File: config.mk
export PLATFORM = sky130hd
export DESIGN_NAME = dct_acc_seq
export DESIGN_NICKNAME = d
export VERILOG_FILES = /design/src/rtl/dct_pkg.sv /design/src/rtl/dct_rndsat.sv /design/src/rtl/dct_acc_seq.sv
export SDC_FILE = /design/constraint.sdc
export NUM_CORES = 1
export LEC_CHECK = 0
export BUFFER_PORTS_ARGS = -buffer_cell sky130_fd_sc_hd__buf_4
export CORE_UTILIZATION = 31
export DETAILED_ROUTE_END_ITERATION = 10
export SYNTH_ARGS = -nofsm -noshare
export SYNTH_HDL_FRONTEND = slang
export SYNTH_SLANG_ARGS = --single-unit
File: constraint.sdc
create_clock -name clk -period 1.8 [get_ports clk]
set_clock_uncertainty 0.15 [all_clocks]
set_input_delay 0.27 -clock clk [delete_from_list [all_inputs] [get_ports clk]]
set_output_delay 0.27 -clock clk [all_outputs]
set_load 0.05 [all_outputs]
File: src/rtl/dct_pkg.sv
`default_nettype none
// ----------------------------------------------------------------------------
// Module  : dct_pkg
// Brief   : Shared widths and FSM state type for the DCT accumulator sequencer.
// Revision: 1.0 - initial release
// ----------------------------------------------------------------------------
package dct_pkg;

  localparam int c_prod_w = 23;
  localparam int c_sum_w  = 28;
  localparam int c_res_w  = 16;

  typedef enum logic [1:0] {
    IDLE   = 2'd0,
    RUN    = 2'd1,
    SETTLE = 2'd2,
    DONE   = 2'd3
  } dct_state_t;

endpackage
`default_nettype wire

File: src/rtl/dct_rndsat.sv
`default_nettype none
// ----------------------------------------------------------------------------
// Module  : dct_rndsat
// Brief   : Round-half-up, arithmetic shift and narrow a 28-bit sum to 16 bits.
//           DCT_ACC_SAT_EN selects clamping; otherwise the result wraps.
// Revision: 1.0 - initial release
// ----------------------------------------------------------------------------
module dct_rndsat
  import dct_pkg::*;
#(
  parameter int SHIFT = 8
) (
  input  logic [c_sum_w-1:0] sum_in,
  output logic [c_res_w-1:0] res_out
);

  localparam logic signed [c_sum_w:0] c_half = (c_sum_w+1)'(1) << (SHIFT - 1);

  logic signed [c_sum_w:0] w_rounded;
  logic signed [c_sum_w:0] w_shifted;

  // One guard bit so adding the half-LSB cannot overflow the sum.
  assign w_rounded = $signed({sum_in[c_sum_w-1], sum_in}) + c_half;
  assign w_shifted = w_rounded >>> SHIFT;

`ifdef DCT_ACC_SAT_EN
  localparam logic signed [c_sum_w:0] c_max = (c_sum_w+1)'(32767);
  localparam logic signed [c_sum_w:0] c_min = -(c_sum_w+1)'(32768);

  always_comb begin
    res_out = w_shifted[c_res_w-1:0];
    if (w_shifted > c_max) begin
      res_out = 16'h7FFF;
    end else if (w_shifted < c_min) begin
      res_out = 16'h8000;
    end
  end
`else
  logic w_unused;

  assign res_out  = w_shifted[c_res_w-1:0];
  assign w_unused = ^w_shifted[c_sum_w:c_res_w];
`endif

endmodule
`default_nettype wire

File: src/rtl/dct_acc_seq.sv
`default_nettype none
// ----------------------------------------------------------------------------
// Module  : dct_acc_seq
// Brief   : Sequences K signed product terms into an external accumulator and
//           returns the rounded, scaled sum (DCT_ACC_SAT_EN: saturate result).
// Revision: 1.0 - initial release
// ----------------------------------------------------------------------------
module dct_acc_seq
  import dct_pkg::*;
#(
  parameter int K     = 23,
  parameter int SHIFT = 8
) (
  input  logic               clk,
  input  logic               reset,
  input  logic               start,
  input  logic               prod_valid,
  input  logic               prod_neg,
  input  logic [c_sum_w-1:0] acc_in,
  output logic               acc_en,
  output logic               acc_sub,
  output logic               acc_new1,
  output logic [4:0]         coef_idx,
  output logic               busy,
  output logic [c_res_w-1:0] res_data,
  output logic               res_valid,
  input  logic               res_ready,
  output logic               sign_err
);

  localparam logic [4:0] c_last = 5'(K - 1);

  dct_state_t         r_state;
  dct_state_t         w_state_next;
  logic [4:0]         r_idx;
  logic [c_res_w-1:0] r_res_data;
  logic               r_res_valid;
  logic               r_sign_err;
  logic               w_start_ok;
  logic               w_accept;
  logic               w_handshake;
  logic [c_res_w-1:0] w_rounded;

  always_ff @(posedge clk or negedge reset) begin
    if (!reset) begin
      r_state <= IDLE;
    end else begin
      r_state <= w_state_next;
    end
  end

  always_comb begin
    w_state_next = r_state;
    w_start_ok   = 1'b0;
    w_accept     = 1'b0;
    w_handshake  = 1'b0;
    case (r_state)
      IDLE: begin
        if (start) begin
          w_start_ok   = 1'b1;
          w_state_next = RUN;
        end
      end
      RUN: begin
        if (prod_valid) begin
          w_accept = 1'b1;
          if (r_idx == c_last) begin
            w_state_next = SETTLE;
          end
        end
      end
      SETTLE: w_state_next = DONE;
      DONE: begin
        if (r_res_valid && res_ready) begin
          w_handshake  = 1'b1;
          w_state_next = IDLE;
        end
      end
      default: w_state_next = IDLE;
    endcase
  end

  // The first term is always a load; the accumulator has no negated load path.
  assign acc_en   = w_accept;
  assign acc_new1 = w_accept && (r_idx == 5'd0);
  assign acc_sub  = w_accept && prod_neg && (r_idx != 5'd0);

  always_ff @(posedge clk or negedge reset) begin
    if (!reset) begin
      r_idx       <= 5'd0;
      r_res_data  <= '0;
      r_res_valid <= 1'b0;
      r_sign_err  <= 1'b0;
    end else begin
      if (w_start_ok) begin
        r_idx <= 5'd0;
      end else if (w_accept && (r_idx != c_last)) begin
        r_idx <= r_idx + 5'd1;
      end

      if (r_state == SETTLE) begin
        r_res_data  <= w_rounded;
        r_res_valid <= 1'b1;
      end else if (w_handshake) begin
        r_res_valid <= 1'b0;
      end

      if (w_start_ok) begin
        r_sign_err <= 1'b0;
      end else if (w_accept && (r_idx == 5'd0) && prod_neg) begin
        r_sign_err <= 1'b1;
      end
    end
  end

  dct_rndsat #(
    .SHIFT (SHIFT)
  ) u_rndsat (
    .sum_in  (acc_in),
    .res_out (w_rounded)
  );

  assign coef_idx  = r_idx;
  assign busy      = (r_state != IDLE);
  assign res_data  = r_res_data;
  assign res_valid = r_res_valid;
  assign sign_err  = r_sign_err;

endmodule
`default_nettype wire

# Yosys cells after proc, flatten, opt, wreduce, memory -nomap -nowiden
# Index checks and enable logic that the tools add are counted.
dict set report op_classes {
  reduce_logical 14
  addsub 2
  n_eq_ne 9
  muxes 17
}
# cell count
set ops {}
lappend ops {{24-bit by 9-bit adder with 24-bit output (second input constant)} 1}
lappend ops {{1-bit two-way mux} 10}
lappend ops {{5-bit two-way mux} 2}
lappend ops {{2-bit two-way mux} 4}
lappend ops {{2-bit != test (second input constant)} 4}
lappend ops {{2-bit one-hot mux with 4 select lines} 1}
lappend ops {{2-bit nonzero test} 4}
lappend ops {{1-bit logical AND} 6}
lappend ops {{5-bit by 1-bit adder with 5-bit output (second input constant)} 1}
lappend ops {{5-bit == test (second input constant)} 1}
lappend ops {{5-bit zero test} 1}
lappend ops {{5-bit != test (second input constant)} 1}
lappend ops {{5-bit nonzero test} 1}
lappend ops {{2-bit == test (second input constant)} 2}
lappend ops {{4-bit AND reduction} 1}
lappend ops {{2-bit by 1-bit == test with 1-bit output (second input constant)} 1}
lappend ops {{2-bit zero test} 1}
dict set report word_totals {
  reg_bits 25
  wordCells 47
}

# Depth between registers and ports, before layout
# Gate-level depths: netlist (run 1).
dict set report logic_depth {
  depth_word 6
  mapped_depth 7
  ltp_nobuf 6
}

# Cells and area by module
# From an unflattened synthesis (run 1), not the netlist that was laid out.
dict set report unflattened {
  cells_unflattened 139
  area_unflattened_um2 1586.5
}
# mod area_per_inst_um2 seq_area_each_um2 n_inst cells_per_inst
set modules_own_cells {}
lappend modules_own_cells {dct_acc_seq 1208.7 625.6 1 95}
lappend modules_own_cells {dct_rndsat 377.9 0.0 1 44}

# Worst setup path after synthesis (run 1)
# No wires, ideal clock.
dict set report synth_path {
  path_type {reg-to-output}
  startpoint {register r_state[1]}
  endpoint {output acc_sub}
  path_buffers 1
  setup_slack_ps -722
  arrival_time_ps 2102
  stages_incl_launch_ff 7
  required_time_ps 1380
  cell_sequence {dfrtp_1 inv_1 ha_1 and2_1 clkbuf_1 nand2_1 nor2_1}
}
dict set report synth_via {
  elab_chain_cells 4
}
# item line
set synth_rtl {}
lappend synth_rtl {{start: declaration} dct_acc_seq.sv:33} ;# dct_state_t r_state;
lappend synth_rtl {{start signal: assignment} dct_acc_seq.sv:48} ;# r_state <= w_state_next;
lappend synth_rtl {{2-bit by 1-bit == test with 1-bit output} dct_acc_seq.sv:57} ;# case (r_state)
lappend synth_rtl {{1-bit two-way mux} dct_acc_seq.sv:57}
lappend synth_rtl {{via acc_en} dct_acc_seq.sv:20} ;# output logic acc_en,
lappend synth_rtl {{1-bit logical AND (2 in a row)} dct_acc_seq.sv:86} ;# assign acc_sub = w_accept && prod_neg && (r_idx != 5'd0);
lappend synth_rtl {{end: declaration} dct_acc_seq.sv:21} ;# output logic acc_sub,
# The timed path passes the listed nets, and every way through them passes these cells.

# Final worst setup path (run 1)
dict set report layout_path {
  startpoint {register r_idx[0] (netlist: coef_idx[0])}
  endpoint {output acc_sub}
}
dict set report layout_via {
  elab_chain_cells 2
}
# item line
set layout_rtl {}
lappend layout_rtl {{start: declaration} dct_acc_seq.sv:35} ;# logic [4:0] r_idx;
lappend layout_rtl {{start signal: assignment} dct_acc_seq.sv:98} ;# r_idx <= r_idx + 5'd1;
lappend layout_rtl {{5-bit nonzero test} dct_acc_seq.sv:86}
lappend layout_rtl {{1-bit logical AND} dct_acc_seq.sv:86}
# No other way between the ends.

==> impl_metrics.py, run 1 <==
metrics = {
    "synthesis": {
        "synth_area_mm2": 0.00144,
        "ys_async_sr_fraction_pct": 100,
        "synth_edf_count": 0,
        "synth-main-ff-cell": "dfrtp_1",
        "synthTopCellsByArea": "dfrtp_1, ha_1, xnor2_1, nor2_1, a21oi_1",
        "ys_seq_area_share_pct": 43.5,
        "netlist_instances": 153,
        "yosysWarnings": 0,
        "synth_area_per_cell_um2": 9.40,
        "synth_top_area_cell": "dfrtp_1",
        "ys_ff_latch": 25,
        "yosysTopAreaCellShare_pct": 43.5,
        "syn_nets": 196,
        "yosysUniqueCellTypes": 28,
    },
    "global_route": {
        "grt_pass1_vias": 1184,
        "track_usage_pct": 13.2,
        "antenna_found_initial": 0,
        "grt_max_degree": 26,
        "grt_pass1_wl_um": 5180,
        "grt-ovfl-total": 0,
    },
    "cells_and_area": {
        "post_layout_nonfiller_instances": 267,
        "area_delta_synth_final_pct": 44.6,
        "antennaDiodeCount": 0,
        "drive_gt1_share_pct": 40.5,
        "final_util_pct": 47.1,
        "final_nets": 259,
    },
    "route": {
        "vias_per_cell": 4.54,
        "postRouteAntennaNets": 0,
        "drt-pass1-iter-count": 4,
        "finalWirelength_um": 3110,
        "drt-initial-drc-count": 45,
        "drc": 0,
        "wire_per_inst_um": 11.6,
        "via_count": 1213,
    },
    "status": {
        "violations": "negative setup slack",
        "status": "complete, but fails checks",
    },
    "critical_path": {
        "crit_path_max_fanout": 2,
        "critPathLaunchType": "flip-flop",
        "critPathKind": "reg2out",
        "reg2reg_to": "r_state[1]$_DFFE_PN0P_",
        "cp.buffers_inverters": 3,
        "regToRegStartpoint": "coef_idx[0]$_DFFE_PN0P_",
        "crit_path_max_incr_delay_ps": 430,
        "worstPathArrival_ps": 1440,
        "crit_family": "flip-flops",
        "cp.required_ps": 1380,
        "endpoint": "acc_sub",
        "r2r_slack_ps": 70,
        "endpoint_kind": "primary output",
        "startpoint": "coef_idx[0]$_DFFE_PN0P_",
        "critPathSlowestCell": "dfrtp_2",
        "r2r_cells": 7,
        "cp_cell_sequence": "inv_2 > ha_4 > nor4b_4 > buf_4 > nor2_4 > buf_6",
        "path_depth": 6,
    },
    "clock_tree": {
        "cts_tree": "built",
        "ctsHtreeMaxLevel": 1,
        "cts-root-buf": "clkbuf_8",
        "cts_num_sinks": 25,
        "clockBufferDepth": 2,
        "clkTransAtPathRegs_ps": 80,
        "cts_buffers": 3,
        "clk_latency_ps": 270,
    },
    "power_and_ir_drop": {
        "powerDensity_mw_per_mm2": 1740,
        "p_comb_share_pct": 64.2,
        "clkPwrFrac_pct": 9.1,
        "net-switching-power_w": 0.00179,
        "p_seq_share_pct": 26.7,
        "max-vdd-ir-drop_mv": 0.720,
        "leakage_nw": 0.937,
        "internal_power_w": 0.00182,
        "swShare_pct": 49.7,
    },
    "sta": {
        "fmax_mhz": 538,
        "finalHoldViolCount": 0,
        "tightest_slew_ps": 337,
        "slew_headroom_pct": 77.3,
        "setup_viol": 2,
        "setup_tns_ps": -100,
        "rsz0062_at_grt": "true",
        "finalMaxSlewViolations": 0,
        "post-route-period-util_pct": 103,
        "holdWs_ps": 106,
        "worst_slack_ps": -59.8,
        "min_period_ps": 1860,
    },
    "die": {
        "rows": 24,
        "start_util_pct": 32.6,
        "floorplan.die_area_mm2": 0.00492,
        "io_pins": 61,
        "die_w_um": 70.1,
        "core-area_mm2": 0.00441,
        "die-height_um": 70.1,
    },
    "placed_design": {
        "hpwl_um": 2380,
        "port_buffers": 49,
        "pre_cts_slack_ps": 108,
        "place_congestion": 0.743,
        "placed_cells": 253,
    },
    "min_path": {
        "hold_path_class": "in2reg",
    },
    "run": {
        "max-cap-violations": 0,
    },
}
-- final cells by class --
type | instances | area (um^2)
timing repair buffer | 64 | 505
multi-input combinational | 113 | 800
inverter | 9 | 33.8
sequential | 25 | 631
clock buffer | 3 | 41.3
fill | 450 | 2330
clock inverter | 1 | 5.00
tap | 52 | 65.1
-- stage by stage --
stage	power (W)	instance area, um^2
after floorplan	0.00246	1470
after global placement	0.00310	1920
after detailed placement	0.00312	1920
after CTS	0.00357	2040
after global routing	0.00386	2080
final	0.00361	2080
-- logic make-up after synthesis --
| family | synth area share [%] |
|---|---|
| AOI/OAI and AO/OA | 7.39 |
| xor gates and xnor gates | 11.6 |
| adders and majority gates | 7.83 |
| buffers and inverters | 3.91 |
| DFF | 43.5 |
| muxes | 2.26 |
| and+or+nand+nor | 23.6 |
-- sequential cells by signal (all words and copies together), names as in the netlist --
register	count
res_data	16
sign_err	1
r_state	2
res_valid	1
coef_idx	5
-- cell usage in the layout, fill, tap and decap left out, types with 2 or more instances in the layout --
| cell | instances |
|---|---|
| nand3_1 | 8 |
| dfrtp_1 | 21 |
| a21oi_1 | 16 |
| inv_2 | 3 |
| clkbuf_8 | 3 |
| nor3_1 | 3 |
| mux2_2 | 2 |
| and2_4 | 2 |
| dfrtp_2 | 4 |
| nor4_2 | 3 |
| inv_1 | 6 |
| nor4_1 | 2 |
| xor2_1 | 7 |
| buf_6 | 2 |
| xnor2_1 | 12 |
| nand2_1 | 9 |
| buf_8 | 2 |
| buf_4 | 59 |
| ha_1 | 7 |
| nor2_1 | 23 |
| nand4_1 | 4 |
-- layer usage --
layer  global-route usage (%)  share of wire (%)  wire, um
met5                        0                  0         0
met1                     17.3                 46      1420
met3                     2.31                3.1        97
met4                     5.33                1.7        53
met2                     21.6                 50      1540
-- cell usage after synthesis (3+ instances only) --
cell type	instances
nor3_1	3
and2_1	3
inv_1	9
nand3_1	8
xor2_1	7
a21oi_1	16
nor2_1	24
clkbuf_1	5
ha_1	9
dfrtp_1	25
xnor2_1	12
nand2_1	9
nor4_2	3
nand4_1	4
-- tightest hold or removal path: stages --
cell and delay [ps]:
buf_4 80, a31oi_1 60, nor2_1 70
-- worst min path at each step --
stage          startpoint                       to  cells past startpoint
6_report         prod_neg     sign_err$_DFFE_PN0P_                      3
5_1_grt          prod_neg     sign_err$_DFFE_PN0P_                      3
4_1_cts          prod_neg     sign_err$_DFFE_PN0P_                      3
3_5_place_dp        reset    res_valid$_DFFE_PN0P_                      1
3_3_place_gp        reset    res_valid$_DFFE_PN0P_                      1
2_1_floorplan       reset  coef_idx[0]$_DFFE_PN0P_                      0
-- power by group through the flow --
stage / clock (W) / sequential, W / combinational [W]
floorplan: 0 / 0.00172 / 0.000740
global placement: 0 / 0.000995 / 0.00210
detailed placement: 0 / 0.000989 / 0.00213
CTS: 0.000346 / 0.000964 / 0.00226
global route: 0.000360 / 0.00100 / 0.00249
finish: 0.000328 / 0.000964 / 0.00232
-- what timing repair did --
item / in CTS / in global routing
buffers inserted: 4 / 5
pin swaps: 2 / 1
hold endpoints to repair: 25 / 0
gates resized for setup: 10 / 2
hold buffers: 1 / 0
setup endpoints to repair: 3 / 4
Note: power is estimated with default switching activity, not from simulation.
==> run 2, diff against run 1 <==
CORE_MARGIN = 4   (was unset)
SKIP_CTS_REPAIR_TIMING = 1   (was unset)
==> run 2 against run 1 <==
Effect of this change:
- final area grew 0.30%
- worst setup slack better by 29 ps
- global-route usage is 2.0 points lower
- largest cell class unchanged
- die area rose by 18%
- the flow still finishes with violations (negative setup slack)
- clock power shrank 2%
- flip-flop and latch count is the same
- power increased by 0.44%
- combinational power is essentially flat
- first-iteration DRC count fell by 51%
- sequential share of layout area is 0.091 points lower
- critical endpoint unchanged
- routed wire length increased by 5.0%
- utilization increased by 0.14 points
==> impl_metrics.py, run 2 (synthesis results as in run 1) <==
metrics = {
    "status": {
        "status": "complete, but fails checks",
        "violations": "negative setup slack",
    },
    "cells_and_area": {
        "largest_reg_flops": 16,
        "drive_gt1_share_pct": 40.1,
        "regArea_um2": 631,
        "most-common-layout-cells": "buf_4, nor2_1, dfrtp_1, a21oi_1, xnor2_1",
        "final_util_pct": 47.3,
        "nFillCells": 441,
        "post_layout_nonfiller_instances": 264,
        "antennaDiodeCount": 0,
        "multi_input_area_um2": 812,
        "area_delta_synth_final_pct": 45.0,
        "layout_commonest_cell": "buf_4",
        "final_nets": 256,
    },
    "critical_path": {
        "critPathLaunchType": "flip-flop",
        "r2r_slack_ps": 80,
        "cp.buffers_inverters": 3,
        "reg2reg_to": "r_state[1]$_DFFE_PN0P_",
        "crit_path_max_fanout": 2,
        "endpoint_kind": "primary output",
        "regToRegStartpoint": "coef_idx[0]$_DFFE_PN0P_",
        "r2r_cells": 7,
        "cp.required_ps": 1380,
        "crit_family": "flip-flops",
        "crit_path_max_incr_delay_ps": 420,
        "critPathKind": "reg2out",
        "cp_cell_sequence": "inv_2 > ha_4 > nor4b_4 > buf_4 > nor2_4 > buf_8",
        "critPathSlowestCell": "dfrtp_2",
        "worstPathArrival_ps": 1410,
    },
    "min_path": {
        "worstHoldStart": "prod_neg",
        "holdPathEnd": "sign_err$_DFFE_PN0P_",
        "hold_path_class": "in2reg",
        "hold_depth": 3,
    },
    "power_and_ir_drop": {
        "powerDensity_mw_per_mm2": 1740,
        "total_power_w": 0.00363,
        "swShare_pct": 49.8,
        "max-vdd-ir-drop_mv": 0.600,
        "p_comb_share_pct": 64.3,
        "net-switching-power_w": 0.00181,
        "leakage_nw": 0.929,
        "clkPwrFrac_pct": 8.9,
        "internal_power_w": 0.00182,
        "p_seq_share_pct": 26.8,
    },
    "sta": {
        "rsz0062_at_grt": "true",
        "worst_slack_ps": -30.5,
        "min_period_ps": 1830,
        "setup_viol": 2,
        "finalHoldViolCount": 0,
        "post-route-period-util_pct": 102,
        "fmax_mhz": 546,
        "tightest_slew_ps": 308,
        "slew_headroom_pct": 79.3,
        "finalMaxSlewViolations": 0,
    },
    "route": {
        "drc": 0,
        "via_count": 1221,
        "drt-pass1-iter-count": 4,
        "drt-initial-drc-count": 22,
        "vias_per_cell": 4.63,
        "finalWirelength_um": 3260,
        "postRouteAntennaNets": 0,
        "wire_per_inst_um": 12.3,
    },
    "placed_design": {
        "place_congestion": 0.772,
        "hpwl_um": 2520,
        "port_buffers": 49,
        "placed_cells": 252,
    },
    "die": {
        "start_util_pct": 32.6,
        "io_pins": 61,
        "die_w_um": 76.1,
        "core-area_mm2": 0.00441,
        "die-height_um": 76.1,
        "floorplan.die_area_mm2": 0.00580,
        "rows": 24,
    },
    "clock_tree": {
        "clk_latency_ps": 260,
        "ctsHtreeMaxLevel": 1,
        "cts_buffers": 3,
        "cts_tree": "built",
        "clockBufferDepth": 2,
        "cts-root-buf": "clkbuf_8",
        "clkTransAtPathRegs_ps": 90,
        "cts_num_sinks": 25,
    },
    "run": {
        "max-cap-violations": 0,
    },
    "global_route": {
        "grt_pass1_wl_um": 5510,
        "antenna_found_initial": 0,
        "grt_pass1_vias": 1172,
        "grt-ovfl-total": 0,
        "track_usage_pct": 11.3,
        "grt_max_degree": 33,
    },
}
[run 2: per-layer routing]
layer  wire, um  GRT usage, %  vias to the layer above
li1           -             -                      635
met1       1470          14.4                      565
met2       1610          18.2                       19
met3        146          2.60                        2
met4         38          4.72                        0
met5          0             0                        -
[run 2: how the worst max path moves through the flow]
| stage | startpoint | to | slack [ps] | depth (start not counted) |
|---|---|---|---|---|
| floorplan | r_state[1]$_DFFE_PN0P_ | acc_sub | -20 | 6 |
| global placement | r_state[1]$_DFFE_PN0P_ | acc_sub | 80 | 6 |
| finish | coef_idx[1]$_DFFE_PN0P_ | acc_sub | -30 | 6 |
| global route | coef_idx[0]$_DFFE_PN0P_ | acc_sub | -90 | 6 |
| CTS | r_state[1]$_DFFE_PN0P_ | acc_sub | -270 | 6 |
| detailed placement | r_state[1]$_DFFE_PN0P_ | acc_sub | 40 | 6 |
[run 2: through the flow]
step	cell area [um^2]	hold WS, ps	setup TNS (ps)	worst slack, ps
CTS	1970	-249	-678	-267
floorplan	1470	-176	-22.1	-22.1
global placement	1920	46.6	0	77.0
finish	2090	119	-43.7	-30.5
detailed placement	1920	45.6	0	35.7
global route	2090	117	-248	-90.2
[run 2: worst register-to-register path: stages, from the launching register on]
cell and delay [ps]:
dfrtp_2 420, inv_2 70, buf_4 120, ha_1 130, nand4b_1 130, o21ai_1 150, o211ai_1 140, mux2_2 300
[run 2: power by group through the flow]
stage	registers [W]	clock network (W)	logic, W
2_1_floorplan	0.00172	0	0.000740
3_3_place_gp	0.000994	0	0.00214
3_5_place_dp	0.000994	0	0.00216
4_1_cts	0.000985	0.000341	0.00217
5_1_grt	0.00101	0.000366	0.00250
6_report	0.000973	0.000322	0.00233
[run 2: cell type report]
type                            count  area share [%]
Tap cell                           52            3.12
Sequential cell                    25            30.2
Timing Repair Buffer               61            23.9
Multi-Input combinational cell    113            38.9
Clock inverter                      1           0.240
Clock buffer                        3            1.98
Inverter                            9            1.62
==> run 3, diff against run 2 <==
BUFFER_PORTS_ARGS = unset   (was -buffer_cell sky130_fd_sc_hd__buf_4)
DONT_BUFFER_PORTS = 1   (was unset)
==> run 3 against run 2 <==
Effect of this change:
- the run still ends with negative setup slack left
- combinational power decreased by 44%
- global-route usage barely moved
- sequential share of layout area increased by 5.1 points
- maximum frequency is 1.4% lower
- flip-flop and latch count is the same
- clock power rose by 1%
- sequential power is 68% higher
==> impl_metrics.py, run 3 (synthesis results as in run 1) <==
metrics = {
    "status": {
        "status": "complete, but fails checks",
        "violations": "negative setup slack",
    },
    "sta": {
        "slew_headroom_pct": 67.0,
        "post-route-period-util_pct": 103,
        "holdWs_ps": 31.0,
        "worst_slack_ps": -57.1,
        "setup_viol": 2,
        "min_period_ps": 1860,
        "finalMaxSlewViolations": 0,
        "tightest_slew_ps": 495,
        "rsz0062_at_grt": "true",
        "finalHoldViolCount": 0,
        "fmax_mhz": 538,
    },
    "cells_and_area": {
        "final_nets": 216,
        "drive_gt1_share_pct": 25.6,
        "final_util_pct": 40.4,
        "antennaDiodeCount": 0,
        "area_delta_synth_final_pct": 24.0,
        "most-common-layout-cells": "nor2_1, dfrtp_1, buf_4, a21oi_1, xnor2_1",
        "layout_commonest_cell": "nor2_1",
        "largest_reg_flops": 16,
    },
    "placed_design": {
        "pre_cts_slack_ps": 131,
        "port_buffers": 0,
        "place_congestion": 0.773,
        "hpwl_um": 2400,
    },
    "power_and_ir_drop": {
        "powerDensity_mw_per_mm2": 1830,
        "clkPwrFrac_pct": 10.0,
        "net-switching-power_w": 0.00174,
        "swShare_pct": 53.3,
        "internal_power_w": 0.00152,
        "total_power_w": 0.00326,
        "p_seq_share_pct": 50.1,
        "leakage_nw": 0.736,
        "p_comb_share_pct": 39.9,
        "max-vdd-ir-drop_mv": 0.470,
    },
    "critical_path": {
        "worstPathArrival_ps": 1440,
        "critPathKind": "reg2out",
        "crit_path_max_fanout": 3,
        "endpoint_kind": "primary output",
        "cp.required_ps": 1380,
        "critPathLaunchType": "flip-flop",
    },
    "global_route": {
        "grt_max_degree": 33,
        "grt_pass1_wl_um": 5390,
        "track_usage_pct": 11.3,
        "grt_pass1_vias": 1129,
        "grt-ovfl-total": 0,
        "antenna_found_initial": 0,
    },
    "clock_tree": {
        "ctsHtreeMaxLevel": 1,
        "cts_tree": "built",
        "cts_num_sinks": 25,
        "cts-root-buf": "clkbuf_8",
        "cts_buffers": 3,
        "clkTransAtPathRegs_ps": 80,
        "clk_latency_ps": 260,
        "clockBufferDepth": 2,
    },
    "route": {
        "vias_per_cell": 4.86,
        "top_layer": "met4",
        "wire_per_inst_um": 14.3,
        "finalWirelength_um": 3210,
        "wl_met2_um": 1590,
        "drt-initial-drc-count": 29,
        "drt-pass1-iter-count": 4,
        "dr_wl_met3_um": 273,
        "drc": 0,
        "via_count": 1088,
        "met1_length_um": 1310,
        "postRouteAntennaNets": 0,
    },
    "die": {
        "start_util_pct": 32.6,
        "io_pins": 61,
        "rows": 24,
        "die_w_um": 76.1,
        "floorplan.die_area_mm2": 0.00580,
        "core-area_mm2": 0.00441,
        "die-height_um": 76.1,
    },
    "run": {
        "max-cap-violations": 0,
    },
    "min_path": {
        "hold_path_class": "in2reg",
    },
}
## run 3: changes by cell type in the layout (fill, tap and decap cells not counted)
cell,change
clkbuf_1,+1
buf_12,+2
buf_4,-38
buf_6,-1
buf_8,-3
clkinv_2,-1
## run 3: worst max-delay path, cell delays in order (launching register included)
cell and delay [ps]:
dfrtp_2 420, inv_2 90, ha_4 120, nor4b_4 200, buf_4 170, nor2_4 40, buf_12 140
## run 3: worst paths after layout
kind	from	endpoint	slack [ps]	cells after the start
setup / recovery	coef_idx[0]$_DFFE_PN0P_	acc_sub	-60	6
hold / removal	res_ready	res_valid$_DFFE_PN0P_	30	2
setup reg to reg	coef_idx[0]$_DFFE_PN0P_	r_state[1]$_DFFE_PN0P_	70	7
hold reg to reg	coef_idx[4]$_DFFE_PN0P_	coef_idx[4]$_DFFE_PN0P_	470	2
max in group asynchronous	reset	coef_idx[4]$_DFFE_PN0P_	1030	2
min in group asynchronous	reset	res_data[2]$_DFFE_PN0P_	310	2
## run 3: final cells by class
cell class | count | area, um^2
clock buffer | 4 | 45.0
fill | 447 | 2630
inverter | 9 | 33.8
multi-input combinational | 113 | 812
sequential | 25 | 631
tap | 52 | 65.1
timing repair buffer | 21 | 198
## run 3: through the flow
step | instance area [um^2] | std cells | TNS, ps
finish | 1780 | 224 | -79.9
global placement | 1630 | 212 | 0
global route | 1780 | 224 | -320
CTS | 1680 | 216 | -329
detailed placement | 1630 | 212 | 0
floorplan | 1470 | 153 | -22.1
## run 3: layer usage
layer  global-route usage, %  vias to the layer above
li1                        -                      555
met1                    12.9                      506
met2                    18.3                       25
met3                    4.73                        2
met4                    4.72                        0
met5                       0                        -
## run 3: power by group through the flow
stage          registers (W)  logic [W]  clock network (W)
6_report             0.00163    0.00130           0.000326
5_1_grt              0.00167    0.00145           0.000380
4_1_cts              0.00164    0.00114           0.000349
3_5_place_dp         0.00165    0.00114                  0
3_3_place_gp         0.00164    0.00111                  0
2_1_floorplan        0.00172   0.000740                  0
